<file path="src/rtl/mux_scan_ctrl.sv">
// Drives a 16:1 mux one select code at a time and collects each sampled bit into a result word.
// Optional macro MUX_SCAN_PARITY_EN adds a registered out_parity output (XOR of out_data).
module mux_scan_ctrl #(
    parameter int SCAN_LEN  = 16,
    parameter int SEL_START = 0
) (
    input  logic        clk,
    input  logic        rst_n,
    input  logic        in_valid,
    output logic        in_ready,
    input  logic [15:0] in_data,
    output logic [15:0] mux_data,
    output logic [3:0]  mux_sel,
    output logic        mux_en,
    input  logic        mux_out,
    output logic        out_valid,
    input  logic        out_ready,
    output logic [15:0] out_data
`ifdef MUX_SCAN_PARITY_EN
    ,
    output logic        out_parity
`endif
);

    localparam logic [3:0] SEL_FIRST = 4'(SEL_START);
    localparam logic [3:0] SEL_LAST  = 4'(SEL_START + SCAN_LEN - 1);

    typedef enum logic [1:0] {
        IDLE,
        SCAN,
        DONE
    } state_t;

    state_t      state;
    logic [15:0] sampled;

    // Result word as it will look once the current mux_out sample is folded in.
    always_comb begin
        sampled          = out_data;
        sampled[mux_sel] = mux_out;
    end

    always_ff @(posedge clk or negedge rst_n) begin
        if (!rst_n) begin
            state      <= IDLE;
            mux_data   <= '0;
            mux_sel    <= '0;
            mux_en     <= 1'b0;
            out_data   <= '0;
            out_valid  <= 1'b0;
            in_ready   <= 1'b1;
`ifdef MUX_SCAN_PARITY_EN
            out_parity <= 1'b0;
`endif
        end else begin
            case (state)
                IDLE: begin
                    if (in_valid) begin
                        state      <= SCAN;
                        mux_data   <= in_data;
                        mux_sel    <= SEL_FIRST;
                        out_data   <= '0;
                        in_ready   <= 1'b0;
                        mux_en     <= 1'b1;
`ifdef MUX_SCAN_PARITY_EN
                        out_parity <= 1'b0;
`endif
                    end
                end
                SCAN: begin
                    out_data <= sampled;
                    // The select code parks on the last step so it never wraps.
                    if (mux_sel == SEL_LAST) begin
                        state      <= DONE;
                        mux_en     <= 1'b0;
                        out_valid  <= 1'b1;
`ifdef MUX_SCAN_PARITY_EN
                        out_parity <= ^sampled;
`endif
                    end else begin
                        mux_sel <= mux_sel + 4'd1;
                    end
                end
                DONE: begin
                    if (out_ready) begin
                        state     <= IDLE;
                        out_valid <= 1'b0;
                        in_ready  <= 1'b1;
                    end
                end
                default: begin
                    state <= IDLE;
                end
            endcase
        end
    end

endmodule

</file>
<file path="config.mk">
export PLATFORM = sky130hd
export DESIGN_NAME = mux_scan_ctrl
export DESIGN_NICKNAME = d
export VERILOG_FILES = /design/src/rtl/mux_scan_ctrl.sv
export SDC_FILE = /design/constraint.sdc
export NUM_CORES = 1
export LEC_CHECK = 0
export BUFFER_PORTS_ARGS = -buffer_cell sky130_fd_sc_hd__buf_2
export CORE_MARGIN = 3
export CORE_UTILIZATION = 43
export CTS_CLUSTER_DIAMETER = 80
export CTS_CLUSTER_SIZE = 40
export DETAILED_ROUTE_END_ITERATION = 10
export PLACE_DENSITY = 0.8
export SLEW_MARGIN = 30
export SYNTH_ARGS = -nofsm -noshare
export SYNTH_HDL_FRONTEND = slang
export SYNTH_SLANG_ARGS = --single-unit
</file>
<file path="constraint.sdc">
create_clock -name clk -period 1.8 [get_ports clk]
set_input_delay 0.18 -clock clk [delete_from_list [all_inputs] [get_ports clk]]
set_output_delay 0.18 -clock clk [all_outputs]
set_load 0.1 [all_outputs]
</file>
# Word level (Yosys, flattened, before mapping)
# Cells that the tools add are included.
[word_totals] reg_bits=41 out_inout_bits=39 input_bits=21 elab_cells=50
[classes] order_cmp=2 addsub=1 n_eq_ne=7 n_reduce_logical=12 n_mux=21
[ops] operator="case mux 16 bit (2 select lines)" count=1
[ops] operator="bitwise mux 16 bit" count=1
[ops] operator="two-way mux 16 bit" count=1
[ops] operator="AND reduction 3 bit" count=5
[ops] operator="two-way mux 4 bit" count=2
[ops] operator="!= test 2 bit, second input constant" count=4
[ops] operator="case mux 4 bit (2 select lines)" count=1
[ops] operator="two-way mux 1 bit" count=7
[ops] operator="two-way mux 2 bit" count=3
[ops] operator="case mux 1 bit (2 select lines)" count=3
[ops] operator="case mux 2 bit (3 select lines)" count=1
[ops] operator="nonzero test 2 bit" count=3
[ops] operator="less-than comparator 4 x 5 -> 1 bit, second input constant" count=1
[ops] operator="adder 4 x 1 -> 4 bit, second input constant" count=1
[ops] operator="demux 1 bit (select 4 bit)" count=1
[ops] operator="equality test 4 bit, second input constant" count=1
[ops] operator=">= comparator 4 x 1 -> 1 bit, second input constant" count=1
[ops] operator="AND reduction 2 bit" count=2
[ops] operator="equality test 2 x 1 -> 1 bit, second input constant" count=1
[ops] operator="equality test 2 bit, second input constant" count=1
[ops] operator="zero test 2 bit" count=1
[ops] operator="logical AND 1 bit" count=1

# Logic depth before layout (Yosys ltp)
# Gate-level depths: netlist of run 1.
[logic_depth] word_depth=6 depth_mapped=6 ltp_nobuf=5

# Worst setup path before layout of run 1
# No wires, ideal clock.
[synth_timing] kind="flip-flop to flip-flop" startpoint="register mux_sel[0]" endpoint="register out_data[3]" t_required_ns=1.671 period_less_slack_ns=1.959 path_buffers=0 setup_ns=0.129 slack_ns=-0.159 arrival_time_ns=1.830 path_stages_with_launch=5 path_cell_list="dfrtp_1 ha_1 nand3b_1 o311ai_0 nand2_1"
[synth_between] elab_chain_len=6 elab_cells_between_ends=7 classes_between="2 x order compare; 4 x mux; 1 x reduce/logical"
[synth_lines] element="start, declared" line_no="13" text="output logic [3:0] mux_sel,"
[synth_lines] element="start signal, assigned" line_no="81" text="mux_sel <= mux_sel + 4'd1;"
[synth_lines] element="less-than comparator 4 x 5 -> 1 bit (not written as such) / >= comparator 4 x 1 -> 1 bit (equally long branches)" line_no="40" text="sampled[mux_sel] = mux_out;"
[synth_lines] element="logical AND 1 bit (not written as such)" line_no="40"
[synth_lines] element="two-way mux 1 bit (not written as such)" line_no="40"
[synth_lines] element="demux 1 bit (select 4 bit) *" line_no="40"
[synth_lines] element="bitwise mux 16 bit *" line_no="40"
[synth_lines] element="case mux 16 bit (2 select lines) *" line_no="56" text="case (state)"
[synth_lines] element="end signal, assigned" line_no="71" text="out_data <= sampled;"
[synth_lines] element="end, declared" line_no="18" text="output logic [15:0] out_data"
# Mark *: on every way between the ends. The rest lies on a longest branch, timed or not.
# A chain may end at the register's enable or synchronous reset.

# Final worst setup path of run 1
[layout_timing] startpoint="register mux_sel[3]" endpoint="output mux_sel[3]"
# No word-level cell between the ends.

==> results of run 1 <==
## registers in the layout (all words and copies together) (netlist names)
register	flops
in_ready	1
mux_data	16
mux_en	1
mux_sel	4
out_data	16
out_valid	1
state	2
## path summary, 6_finish.rpt
check	from	end	cells after the start
max	mux_sel[3]	mux_sel[3]	1
min	in_data[14]	mux_data[14]	3
max reg2reg	state[1]	out_data[0]	4
min reg2reg	mux_data[9]	mux_data[9]	2
max in group asynchronous	rst_n	mux_data[8]	3
min in group asynchronous	rst_n	mux_data[3]	2
## layout make-up
type	count	area [um^2]
clock buffer	7	86.3
fill	372	1790
clock inverter	1	30.0
tap	50	62.6
multi-input combinational	145	753
timing repair buffer	65	343
inverter	4	15.0
sequential	41	1030
## layer usage
| layer | vias up | global-route usage (%) |
|---|---|---|
| met5 | - | 0 |
| met2 | 41 | 26.6 |
| li1 | 807 | - |
| met1 | 757 | 22.9 |
| met4 | 0 | 6.68 |
| met3 | 5 | 4.99 |
## stage by stage
stage	hold WS (ps)	setup slack, ps	instances
finish	75.4	169	313
global route	72.3	64.4	313
CTS	65.1	150	313
detailed placement	230	273	304
global placement	210	317	304
floorplan	-116	20.7	202
## layout by cell type, fill, tap and decap left out, drive strengths merged
cell type and n:
ha 4, bufinv 1, nand2b 4, dfstp 1, nand3b 1, nor2b 2, dlygate4sd3 1, nor3 1
a21oi 4, a21o 1, and2b 1, nand3 8, o211ai 11, clkbuf 7, nand4 12, o22a 1
inv 4, o41ai 1, nor2 5, or2 1, o22ai 1, buf 64, o21ai 3, nand2 76
dfrtp 40, a31oi 2, and2 2, o311ai 4
## repair_timing
action | in CTS | in global routing
buffers inserted | 0 | 0
endpoints found under the hold margin | 26 | 0
hold buffers | 1 | 0
## cells by family after synthesis
logic type | count (synthesis) | synth area share (%)
AOI/OAI and AO/OA | 28 | 10.4
buffers and inverters | 16 | 5.70
DFF | 41 | 54.4
adders and majority gates | 4 | 2.65
and+or+nand+nor | 113 | 26.8
==> flow_summary.yaml, run 1 <==
run_status:
  status: "completed"
cells_and_area:
  layout.nets: 287
  antenna_cells: 0
  final_area_um2: 2320
  fin_util_pct: 56.4
  drive_above_1_share_pct: 29.7
  area_growth_pct: 22.9
setup_path:
  worstPathCellList: "buf_2"
  reg2reg_setup_slack_ps: 220
  crit_buf_inv: 1
  cpPeakStageDelay_ps: 640
  cpLargestDelayFamily: "flip-flops"
  worstSetupEndpointType: "primary output"
  path_class: "reg -> out"
  cp_data_arrival_time_ps: 1450
  cp_slowest_cell: "dfrtp_1"
  worstPathMaxFanout: 16
  critPathRequiredTime_ps: 1620
  start_kind: "flop"
global_routing:
  antenna_found_initial: 0
  overflow: 0
  grt_use_total_pct: 17.2
  grt_pass1_wl_mm: 6.98
  grt_pass1_vias: 1503
  grt_max_degree: 32
die:
  die_area_um2: 5220
  start_util_pct: 45.9
  die_h_um: 72.3
  io_pins: 60
  design.core.area_um2: 4120
  rows: 23
  die_w_um: 72.3
yosys:
  syn_avg_cell_area_um2: 9.35
  synth_edf_count: 0
  post_synth_num_cell_types: 34
  synth_top_area_share_pct: 53.0
  synthTopCellsByArea: "dfrtp_1, nand2_1, o211ai_1"
  ys_async_sr_fraction_pct: 100
  synth_most_common_cell: "nand2_1"
  synth_nets: 227
  yosysWarnings: 0
  ys_seq_area_share_pct: 54.4
  syn_inst: 202
  synth_commonest_cells: "nand2_1, dfrtp_1, nand4_1"
  ys_ff_latch: 41
  syn_area_um2: 1890
  yosys.area.top_type: "dfrtp_1"
  synthFlopType: "dfrtp_1"
place:
  dp_hpwl_mm: 3.08
  dpl_cell_area_um2: 2190
  portBuffers: 59
  routabilityCongestion: 0.907
routing:
  drcViolationCount: 0
  ant_nets: 0
  wl_met1_mm: 1.86
  postRouteWirelength_mm: 4.18
  highest_layer: "met4"
  drt-initial-drc-count: 124
  routed-via-count: 1610
  wl_per_cell_um: 13.4
  wl_met2_mm: 2.03
  avgViaCountPerCell: 5.14
  routed-wl-met3_um: 236
  drt_pass1_iterations: 4
sta:
  rsz0062_at_grt: "no"
  setup_tns_ps: 0
  final.min_clock_period_ps: 1630
  timing.final.crit_share_pct: 90.6
  worstMarginPinSlew_ps: 615
  finalMaxSlewViolations: 0
  setup_viol: 0
  maxSlewHeadroom_pct: 59.0
  hold_violations: 0
  max_freq_mhz: 613
  finClkSkew_ps: 4.56
clock_network:
  ctsResizeCount: 0
  cts_tree: "yes"
  htree_levels: 2
  cts-root-buf: "clkbuf_8"
  cts_made_buffers: 5
  clock_sinks: 41
  max-clock-path-buffers: 2
  path_clk_slew_ps: 80
  clock_latency_ps: 290
job:
  maxCapViolations: 0
worst_hold_path:
  hp-class: "in -> reg"
Power of run 1 is not shown: default switching activity piles up to over one toggle a cycle in this logic, so the estimate is an artifact.
==> inputs of run 2 (changes only) <==
--- a/config.mk
+++ b/config.mk
@@ -5,7 +5,7 @@
 export SDC_FILE = /design/constraint.sdc
 export NUM_CORES = 1
 export LEC_CHECK = 0
-export BUFFER_PORTS_ARGS = -buffer_cell sky130_fd_sc_hd__buf_2
+export BUFFER_PORTS_ARGS = -buffer_cell sky130_fd_sc_hd__buf_4
 export CORE_MARGIN = 3
 export CORE_UTILIZATION = 43
 export CTS_CLUSTER_DIAMETER = 80
==> run 2 against run 1 <==
First-iteration DRC count unchanged. Final cell count down 0.32%. Worst hold slack worse by 5.0 ps. Register-to-register slack better by 20 ps. Largest cell class unchanged. Count of clock-buffer cells in the layout unchanged. Sequential share of layout area down 2.5 points. Non-clock buffer count down 1. Via count up 0.43%. Clock skew up 2.3 ps. Global-route usage up 0.54 points. Critical path type is now reg -> reg. Routed wire length up 5.4%.
==> flow_summary.yaml, run 2 (synthesis results as in run 1) <==
cells_and_area:
  multi_input_area_um2: 753
  seq_area_um2: 1030
  area_growth_pct: 30.4
  fin_cells: 312
  final_cell_mix: "nand2_1, buf_4, dfrtp_1"
  layout.nets: 286
  top_regs: "mux_data: 16 flops, out_data: 16 flops, mux_sel: 4 flops"
  mostFrequentLayoutCell: "nand2_1"
  drive_above_1_share_pct: 29.4
  fin_util_pct: 59.8
  antenna_cells: 0
  nFillCells: 366
setup_path:
  path_class: "reg -> reg"
  crit_start: "state[1]"
  cpLargestDelayFamily: "simple AND/OR/NAND/NOR gates"
  start_kind: "flop"
  worstPathCellList: "and2b_1 > and2_2 > nand2_1 > a21o_1"
  r2r_cells: 4
  cp.depth: 4
  cpPeakStageDelay_ps: 500
  worstReg2RegStart: "state[1]"
  cp_slowest_cell: "dfrtp_1"
  endpoint: "mux_en"
  worstSetupEndpointType: "flop"
  critPathRequiredTime_ps: 1980
  reg2reg_setup_slack_ps: 240
  worstPathMaxFanout: 11
  crit_buf_inv: 0
  reg2reg_to: "mux_en"
  cp_data_arrival_time_ps: 1740
routing:
  drt_pass1_iterations: 4
  ant_nets: 0
  drcViolationCount: 0
  postRouteWirelength_mm: 4.41
  drt-initial-drc-count: 124
  avgViaCountPerCell: 5.18
  wl_per_cell_um: 14.1
  routed-via-count: 1617
clock_network:
  max-clock-path-buffers: 2
  cts-root-buf: "clkbuf_8"
  clock_sinks: 41
  htree_levels: 2
  cts_made_buffers: 5
  clock_latency_ps: 290
  cts_tree: "yes"
  path_clk_slew_ps: 80
sta:
  finClkSkew_ps: 6.82
  fin_ws_ps: 238
  setup_tns_ps: 0
  maxSlewHeadroom_pct: 65.9
  max_freq_mhz: 640
  rsz0062_at_grt: "no"
  setup_viol: 0
  final.min_clock_period_ps: 1560
  timing.final.crit_share_pct: 86.8
  worstMarginPinSlew_ps: 511
  hold_violations: 0
  finalMaxSlewViolations: 0
die:
  start_util_pct: 45.9
  die_area_um2: 5220
  die_w_um: 72.3
  die_h_um: 72.3
  io_pins: 60
  rows: 23
  design.core.area_um2: 4120
place:
  dp_hpwl_mm: 3.15
  routabilityCongestion: 0.879
  place_ws_ps: 242
  dp_cells: 303
  portBuffers: 59
worst_hold_path:
  hp-class: "in -> reg"
job:
  maxCapViolations: 0
global_routing:
  antenna_found_initial: 0
  grt_pass1_wl_mm: 7.31
  overflow: 0
  grt_use_total_pct: 17.8
  grt_pass1_vias: 1542
  grt_max_degree: 42
run_status:
  status: "completed"
[run 2: cell count changes in the layout (fill, tap and decap cells not counted), sizes merged]
| cell | before | now |
|---|---|---|
| buf | 64 | 63 |
[run 2: tightest hold or removal path, cell delays in order]
cell and delay, ps:
buf_4 80, nand2_1 40, nand2_1 40
[run 2: routing by layer]
layer	track usage (%)	routed length [um]	up-vias
li1	-	-	807
met1	24.6	1980	766
met2	28.5	2160	37
met3	3.46	216	7
met4	5.01	54	0
met5	0	0	-
[run 2: area by class of cell]
type,count,share of cell area (%)
Inverter,4,0.610
Sequential cell,41,41.9
Timing Repair Buffer,64,19.6
Clock inverter,1,1.22
Clock buffer,7,3.51
Tap cell,50,2.54
Multi-Input combinational cell,145,30.6
[run 2: worst min-delay path by stage]
stage / from / to / slack [ps] / cells after the start
after CTS: in_data[11] / mux_data[11] / 70 / 3
after global routing: in_data[6] / mux_data[6] / 90 / 3
after floorplan: rst_n / mux_data[0] / -120 / 0
final: in_data[12] / mux_data[12] / 70 / 3
after detailed placement: rst_n / mux_data[4] / 190 / 1
after global placement: rst_n / mux_data[4] / 180 / 1
[run 2: metrics by stage]
step / hold WS [ps] / area [um^2]
global placement: 180 / 2330
CTS: 70.2 / 2460
finish: 70.4 / 2460
floorplan: -116 / 1890
global route: 91.0 / 2460
detailed placement: 192 / 2330
[run 2: timing repair]
action / 4_1_cts / 5_1_grt
gates resized for setup: 0 / 0
endpoints found under the setup margin: 0 / 0
setup buffers: 0 / 0
hold buffers: 1 / 0
endpoints found under the hold margin: 40 / 0
Power of run 2 is left out for the same reason.
